### config.mk
export PLATFORM = sky130hd
export DESIGN_NAME = up_ramcfg_initctl
export DESIGN_NICKNAME = d
export VERILOG_FILES = /design/src/rtl/up_ramcfg_initctl.sv
export SDC_FILE = /design/constraint.sdc
export NUM_CORES = 1
export LEC_CHECK = 0
export CAP_MARGIN = 10
export CORE_MARGIN = 3
export CORE_UTILIZATION = 40
export CTS_BUF_LIST = sky130_fd_sc_hd__clkbuf_4 sky130_fd_sc_hd__clkbuf_8 sky130_fd_sc_hd__clkbuf_16
export CTS_CLUSTER_DIAMETER = 50
export CTS_CLUSTER_SIZE = 8
export DETAILED_ROUTE_END_ITERATION = 16
export MAX_ROUTING_LAYER = met4
export PLACE_DENSITY = 0.77
export SLEW_MARGIN = 10
export SYNTH_ARGS = -nofsm -noshare
export SYNTH_HDL_FRONTEND = slang
export SYNTH_SLANG_ARGS = --single-unit
### constraint.sdc
create_clock -name clk -period 2.53 [get_ports clk]
set_clock_uncertainty 0.15 [all_clocks]
set_input_delay 0.6325 -clock clk [delete_from_list [all_inputs] [get_ports clk]]
set_output_delay 0.6325 -clock clk [all_outputs]
set_load 0.02 [all_outputs]
### src/rtl/up_ramcfg_initctl.sv
// Config-RAM front end: passes host up-protocol accesses through to the RAM macro
// and, on request, fills every RAM address with one value.
module up_ramcfg_initctl #(
    parameter int G_ADDR  = 10,
    parameter int G_WIDTH = 32,
    parameter int G_TMO   = 255
) (
    input  logic               clk,
    input  logic               rst,
    input  logic               init_start,
    input  logic [G_WIDTH-1:0] init_val,
    output logic               init_busy,
    output logic               init_done,
    output logic               init_err,
    input  logic               hupen,
    input  logic               hupws,
    input  logic               huprs,
    input  logic [G_ADDR-1:0]  hupa,
    input  logic [G_WIDTH-1:0] hupdi,
    output logic [G_WIDTH-1:0] hupdo,
    output logic               huprdy,
    output logic               upen,
    output logic               upws,
    output logic               uprs,
    output logic [G_ADDR-1:0]  upa,
    output logic [G_WIDTH-1:0] updi,
    input  logic [G_WIDTH-1:0] updo,
    input  logic               uprdy
);

    typedef enum logic [2:0] {
        S_IDLE,
        S_HOST,
        S_INIT_WR,
        S_INIT_GAP,
        S_INIT_END
    } state_t;

    localparam logic [G_ADDR-1:0] ADDR_LAST = '1;
    localparam logic [7:0]        TMO_LIM   = 8'(G_TMO);

    state_t             state_q, state_d;
    logic [G_ADDR-1:0]  addr_q, addr_d;
    logic [7:0]         tmo_q, tmo_d;
    logic [7:0]         tmo_inc;
    logic               pend_q, pend_d;
    logic               err_q, err_d;
    logic [G_WIDTH-1:0] val_q, val_d;
    logic [G_ADDR-1:0]  upa_q, upa_d;
    logic [G_WIDTH-1:0] updi_q, updi_d;
    logic               start_acc;

    // A start request is only honoured while no sweep is in progress.
    assign start_acc = init_start && ((state_q == S_IDLE) || (state_q == S_HOST));
    assign tmo_inc   = tmo_q + 8'd1;

    always_comb begin
        state_d = state_q;
        addr_d  = addr_q;
        tmo_d   = tmo_q;
        pend_d  = pend_q;
        err_d   = err_q;
        val_d   = val_q;

        if (start_acc) begin
            val_d = init_val;
            err_d = 1'b0;
        end

        case (state_q)
            S_IDLE: begin
                if (init_start || pend_q) begin
                    state_d = S_INIT_WR;
                    addr_d  = '0;
                    tmo_d   = '0;
                end else if (hupen) begin
                    state_d = S_HOST;
                end
            end
            S_HOST: begin
                if (init_start) begin
                    pend_d = 1'b1;
                end
                if (!hupen) begin
                    state_d = S_IDLE;
                end
            end
            S_INIT_WR: begin
                if (uprdy) begin
                    if (addr_q == ADDR_LAST) begin
                        state_d = S_INIT_END;
                    end else begin
                        addr_d  = addr_q + G_ADDR'(1);
                        state_d = S_INIT_GAP;
                    end
                end else begin
                    tmo_d = tmo_inc;
                    if (tmo_inc == TMO_LIM) begin
                        err_d   = 1'b1;
                        state_d = S_INIT_END;
                    end
                end
            end
            S_INIT_GAP: begin
                // One idle cycle lets the macro drop its request latch.
                tmo_d   = '0;
                state_d = S_INIT_WR;
            end
            S_INIT_END: begin
                pend_d  = 1'b0;
                state_d = S_IDLE;
            end
            default: begin
                state_d = S_IDLE;
            end
        endcase
    end

    // Address and data keep the last value driven so the macro pins stay quiet when idle.
    always_comb begin
        upa_d  = upa_q;
        updi_d = updi_q;
        case (state_q)
            S_HOST: begin
                upa_d  = hupa;
                updi_d = hupdi;
            end
            S_INIT_WR: begin
                upa_d  = addr_q;
                updi_d = val_q;
            end
            default: begin
                upa_d  = upa_q;
                updi_d = updi_q;
            end
        endcase
    end

    always_comb begin
        upen   = 1'b0;
        upws   = 1'b0;
        uprs   = 1'b0;
        upa    = upa_q;
        updi   = updi_q;
        huprdy = 1'b0;
        case (state_q)
            S_HOST: begin
                upen   = hupen;
                upws   = hupws;
                uprs   = huprs;
                upa    = hupa;
                updi   = hupdi;
                huprdy = uprdy;
            end
            S_INIT_WR: begin
                upen = 1'b1;
                upws = 1'b1;
                upa  = addr_q;
                updi = val_q;
            end
            default: begin
                upen = 1'b0;
            end
        endcase
    end

    assign hupdo     = updo;
    assign init_done = (state_q == S_INIT_END);
    assign init_err  = err_q;
    assign init_busy = pend_q || (state_q == S_INIT_WR) || (state_q == S_INIT_GAP)
                       || (state_q == S_INIT_END);

    always_ff @(posedge clk) begin
        if (rst) begin
            state_q <= S_IDLE;
            addr_q  <= '0;
            tmo_q   <= '0;
            pend_q  <= 1'b0;
            err_q   <= 1'b0;
            val_q   <= '0;
            upa_q   <= '0;
            updi_q  <= '0;
        end else begin
            state_q <= state_d;
            addr_q  <= addr_d;
            tmo_q   <= tmo_d;
            pend_q  <= pend_d;
            err_q   <= err_d;
            val_q   <= val_d;
            upa_q   <= upa_d;
            updi_q  <= updi_d;
        end
    end

endmodule
Word level (Yosys, flattened, before mapping)
Cells that the tools add are included.
W data, S select, Z words.
- logic and storage cells: 64
- input port bits: 113
- register bits after elaboration: 97
- mux-type cells: 26
- add/sub/neg operators: 2
- reduce and logical (&&, ||, !) cells: 14
- equal/unequal tests: 14
- operators with widths (kind ; number):
    $pmux W32 S2 ; 1
    $pmux W10 S2 ; 2
    $mux W10 ; 3
    $pmux W8 S3 ; 1
    $mux W3 ; 6
    $mux W8 ; 2
    $pmux W3 S4 ; 1
    $add A10 B1 Y10 const B ; 1
    $eq A10 B10 Y1 const B ; 1
    $ne A2 B2 Y1 const B ; 5
    $add A8 B1 Y8 const B ; 1
    $eq A8 B8 Y1 const B ; 1
    $mux W1 ; 7
    $eq A3 B2 Y1 const B ; 2
    $pmux W1 S2 ; 3
    $reduce_and A3 Y1 ; 2
    $logic_or A1 B1 Y1 ; 5
    $reduce_and A4 Y1 ; 1
    $reduce_bool A2 Y1 ; 2
    $eq A3 B1 Y1 const B ; 1
    $eq A3 B3 Y1 const B ; 1
    $logic_not A3 Y1 ; 1
    $ne A3 B2 Y1 const B ; 1
    $ne A3 B3 Y1 const B ; 1
    other kinds (4) ; 4

Logic depth before layout (Yosys ltp)
- depth after elaboration: 7
- gate-level depth with buffers: 7
- mapped depth without buffers: 6

Least setup slack after synthesis
Ideal clock, no wire load.
- kind: register -> output
- start point: register state_q[1]
- end point: output upa[4]
- data arrival time: 1.411 ns
- stages on the path, launching flop included: 7
- setup slack: 0.336 ns
- data required time: 1.747 ns
- path buffers: 3
- path through: dfxtp_1 > buf_4 > nor3b_2 > buf_2 > clkbuf_1 > a22oi_1 > nand2_1
- word-level cells in the longest chain between the ends: 2
- ends and longest elaborated chain (element ; RTL line ; source):
    from (decl) ; 42 ; state_t state_q, state_d;
    from (signal assigned) ; 184 ; state_q <= state_d;
    $eq A3 B2 Y1 or $eq A3 B1 Y1 (tied branches) ; 146 ; case (state_q)
    $pmux W10 S2 * ; - ;
    to (decl) ; 25 ; output logic [G_ADDR-1:0] upa,
Mark *: on every way between the ends. The rest lies on a longest branch, timed or not.

Final worst setup path
- start point: register state_q[0]
- end point: output updi[8]
- word-level cells in the longest chain between the ends: 2
- ends and longest elaborated chain (element ; RTL line ; source):
    $eq A3 B2 Y1 or $eq A3 B1 Y1 (tied branches) ; 146 ;
    $pmux W32 S2 * ; - ;
    to (decl) ; 26 ; output logic [G_WIDTH-1:0] updi,
Marks and branches as above.

==> results.toml <==
[die]
dieArea_um2 = 12400
core_area_um2 = 10600
ios = 194
row_count = 37
die_height_um = 112
die_w_um = 112
start_util_pct = 42.2

[clocking]
clk_latency_ns = 0.35
cts-root-buf = "clkbuf_8"
postCtsHoldBufs = 0
cts_tree = "built"
cts.sinks = 97
numCtsBuffers = 9
clock_path_buffers = 2
cts.clk_slew.worst_paths_ns = 0.10
h-tree-depth = 3

[logic_synthesis]
seq_area_frac_synth_pct = 43.6
yosysWarnings = 0
synthDistinctLibCells = 45
synth_nets = 683
syn_inst = 567
synth-seq-cells = 97
synth_edf_count = 0
synth_area_um2 = 4450
synth-main-ff-cell = "dfxtp_1"
synth.avg_cell_area_um2 = 7.86
synthArstFlopShare_pct = 0

[sta]
rsz0062_at_grt = "yes"
worstMarginPinSlew_ns = 0.568
hold_slack_ns = 0.308
tns_ns = -0.499
timing.final.ws_setup_ns = -0.0399
fin_crit_ns = 2.57
min_period_over_period_pct = 102
setup_violations = 21
slew_headroom_pct = 61.8
hold_viol = 0
drv_slew = 0
fmax_ghz = 0.389

[global_route]
grt_busiest_layer = "met2"
grt_overflow = 0
grt_max_degree = 41
grt_pass1_wl_mm = 20.4
grt_use_met3_pct = 3.70
grt_pass1_vias = 4202
grt_antenna_before_repair = 0
grt_usage_pct = 20.2
grtUsageMet1_pct = 24.4
use_met2_pct = 33.0

[critical_path]
path_class = "flip-flop to primary output"
max_stage_delay_ns = 0.38
cp_slowest_cell = "dfxtp_4"
critPathMaxFanout = 6
worstPathRequired_ns = 1.75
arrival_ns = 1.79
cp-start-kind = "flip-flop"
worstSetupEndpointType = "primary output"
path_cells = "nor3b_4, buf_12, nor2_4, buf_12, clkbuf_16, nand2_4, nand2_4, buf_6"

[route]
postRouteAntennaNets = 0
vias = 4319
drt-vias-per-instance = 5.24
avgRoutedWirePerCell_um = 15.9
drtPass1Iterations = 5
drt_iter0_drc = 280
wirelength_mm = 13.1
drc = 0

[power_and_ir_drop]
switching_share_pct = 30.0
combPwrFrac_pct = 31.7
clockPowerShare_pct = 27.3
ir_worst_vdd_mv = 0.379
p_sw_w = 0.00123
p_total_w = 0.00409
pwr-share-seq_pct = 41.0
p_int_w = 0.00286
power.density_nw_per_um2 = 619
p_leak_nw = 2.74

[cells_and_area]
fillers = 891
n_antenna_cell = 0
area_delta_synth_final_pct = 48.3
drive_gt1_share_pct = 26.3
fin_nets = 800
design_area_um2 = 6610

[run]
max_cap_violations = 0

[worst_hold_path]
hp-class = "flip-flop to flip-flop"

[place]
io_buffer_count = 129
dp_hpwl_mm = 8.50
dpl_cell_area_um2 = 5800
gp_congestion = 0.880

[outcome]
status = "finished, violations left"
violations = "setup timing"
[final cells by class]
class | count | area (µm²) | share of cell area [%]
inverters | 4 | 15.0 | 0.227
clock buffers | 11 | 145 | 2.20
well taps | 136 | 170 | 2.58
flip-flops and latches | 97 | 1950 | 29.5
repair buffers | 173 | 1840 | 27.9
clock inverters | 5 | 78.8 | 1.19
multi-input cells | 399 | 2410 | 36.5
[metrics by stage]
step	setup WS [ns]	instances	utilization, %
finish	-0.0399	825	62.6
global placement	-0.149	791	54.9
floorplan	0.336	567	-
CTS	-0.0871	813	56.3
global route	-0.112	825	62.6
detailed placement	-0.152	791	54.9
[path summary, 6_finish.rpt]
check	startpoint	end	slack [ns]	cells past startpoint
setup / recovery	state_q[0]	updi[8]	-0.04	8
hold / removal	val_q[28]	val_q[28]	0.31	2
setup reg to reg	tmo_q[0]	state_q[1]	0.27	6
hold reg to reg	val_q[28]	val_q[28]	0.31	2
[registers in the layout (all words and copies together), names as in the netlist]
| name | cells |
|---|---|
| updi_q | 32 |
| val_q | 32 |
| addr_q | 10 |
| upa_q | 10 |
| tmo_q | 8 |
| state_q | 3 |
| init_err | 1 |
| pend_q | 1 |
[Yosys cell counts (all sizes together) (2+ instances only)]
| master | number | area (µm²) |
|---|---|---|
| nand4 | 6 | 52.6 |
| a31oi | 2 | 12.5 |
| and3 | 5 | 31.3 |
| o21ai | 10 | 50.0 |
| clkbuf | 24 | 90.1 |
| buf | 43 | 302 |
| dfxtp | 97 | 1940 |
| or3 | 6 | 37.5 |
| a21o | 2 | 15.0 |
| nor2b | 44 | 275 |
| and2 | 4 | 25.0 |
| nor3b | 3 | 32.5 |
| nand2b | 2 | 12.5 |
| ha | 3 | 37.5 |
| xor2 | 6 | 52.6 |
| nor2 | 27 | 101 |
| nand3 | 6 | 30.0 |
| a22oi | 42 | 315 |
| a211oi | 3 | 22.5 |
| inv | 4 | 15.0 |
| a21oi | 49 | 245 |
| nand2 | 162 | 611 |
[layout by cell type (no fill, tap or decap), types with 2 or more instances in the layout]
cell type,instances
nand4_1,5
a22oi_1,34
buf_6,41
nor3b_4,2
clkinv_2,2
dfxtp_2,2
and3_1,5
dlygate4sd2_1,4
buf_12,9
nand2_4,19
buf_4,29
nand2_1,102
a211oi_1,3
xor2_1,6
nand2_2,41
and2_1,4
inv_1,4
clkbuf_8,10
nand3_1,6
nor2b_1,44
buf_2,3
or3_1,6
a22oi_2,8
clkbuf_16,4
nor2_1,26
nand2b_1,2
dfxtp_1,94
bufinv_16,2
o21ai_0,9
a31oi_1,2
ha_1,3
clkdlybuf4s50_1,80
a21oi_1,49
a21o_1,2
[worst max-delay path: cells and delay by family, from the launching register on]
family	cells	cell delay [ns]
DFF	1	0.38
buffers and inverters	4	0.55
and+or+nand+nor	4	0.49
[power groups by stage]
stage	clock, W	combinational [W]	sequential [W]
after global routing	0.00120	0.00139	0.00169
after floorplan	0	0.000594	0.00168
final	0.00111	0.00130	0.00168
after detailed placement	0	0.00104	0.00170
after CTS	0.00115	0.00103	0.00166
after global placement	0	0.00102	0.00169
[repair_timing]
item                       CTS  global route
pin swaps                    0            17
gates resized for setup    195           158
gates cloned                 1             4
setup endpoints to repair   48            44
buffers inserted             5            10
[per-layer routing]
layer,share of wire [%],vias to the layer above
met4,3.1,0
met2,49,141
met3,5.1,40
met1,43,2026
met5,0,-
li1,-,2112
[logic make-up (layout without fill, tap and decap cells)]
kind of cell    Yosys count  in the layout  synth area share [%]
simple gates            271            271                  28.3
xor+xnor                  6              6                  1.18
flops                    97             97                  43.6
buf+inv                  71            193                  9.13
compound gates          119            119                  17.0
fa+ha+maj                 3              3                 0.843
Note: power is estimated with default switching activity, not from simulation.
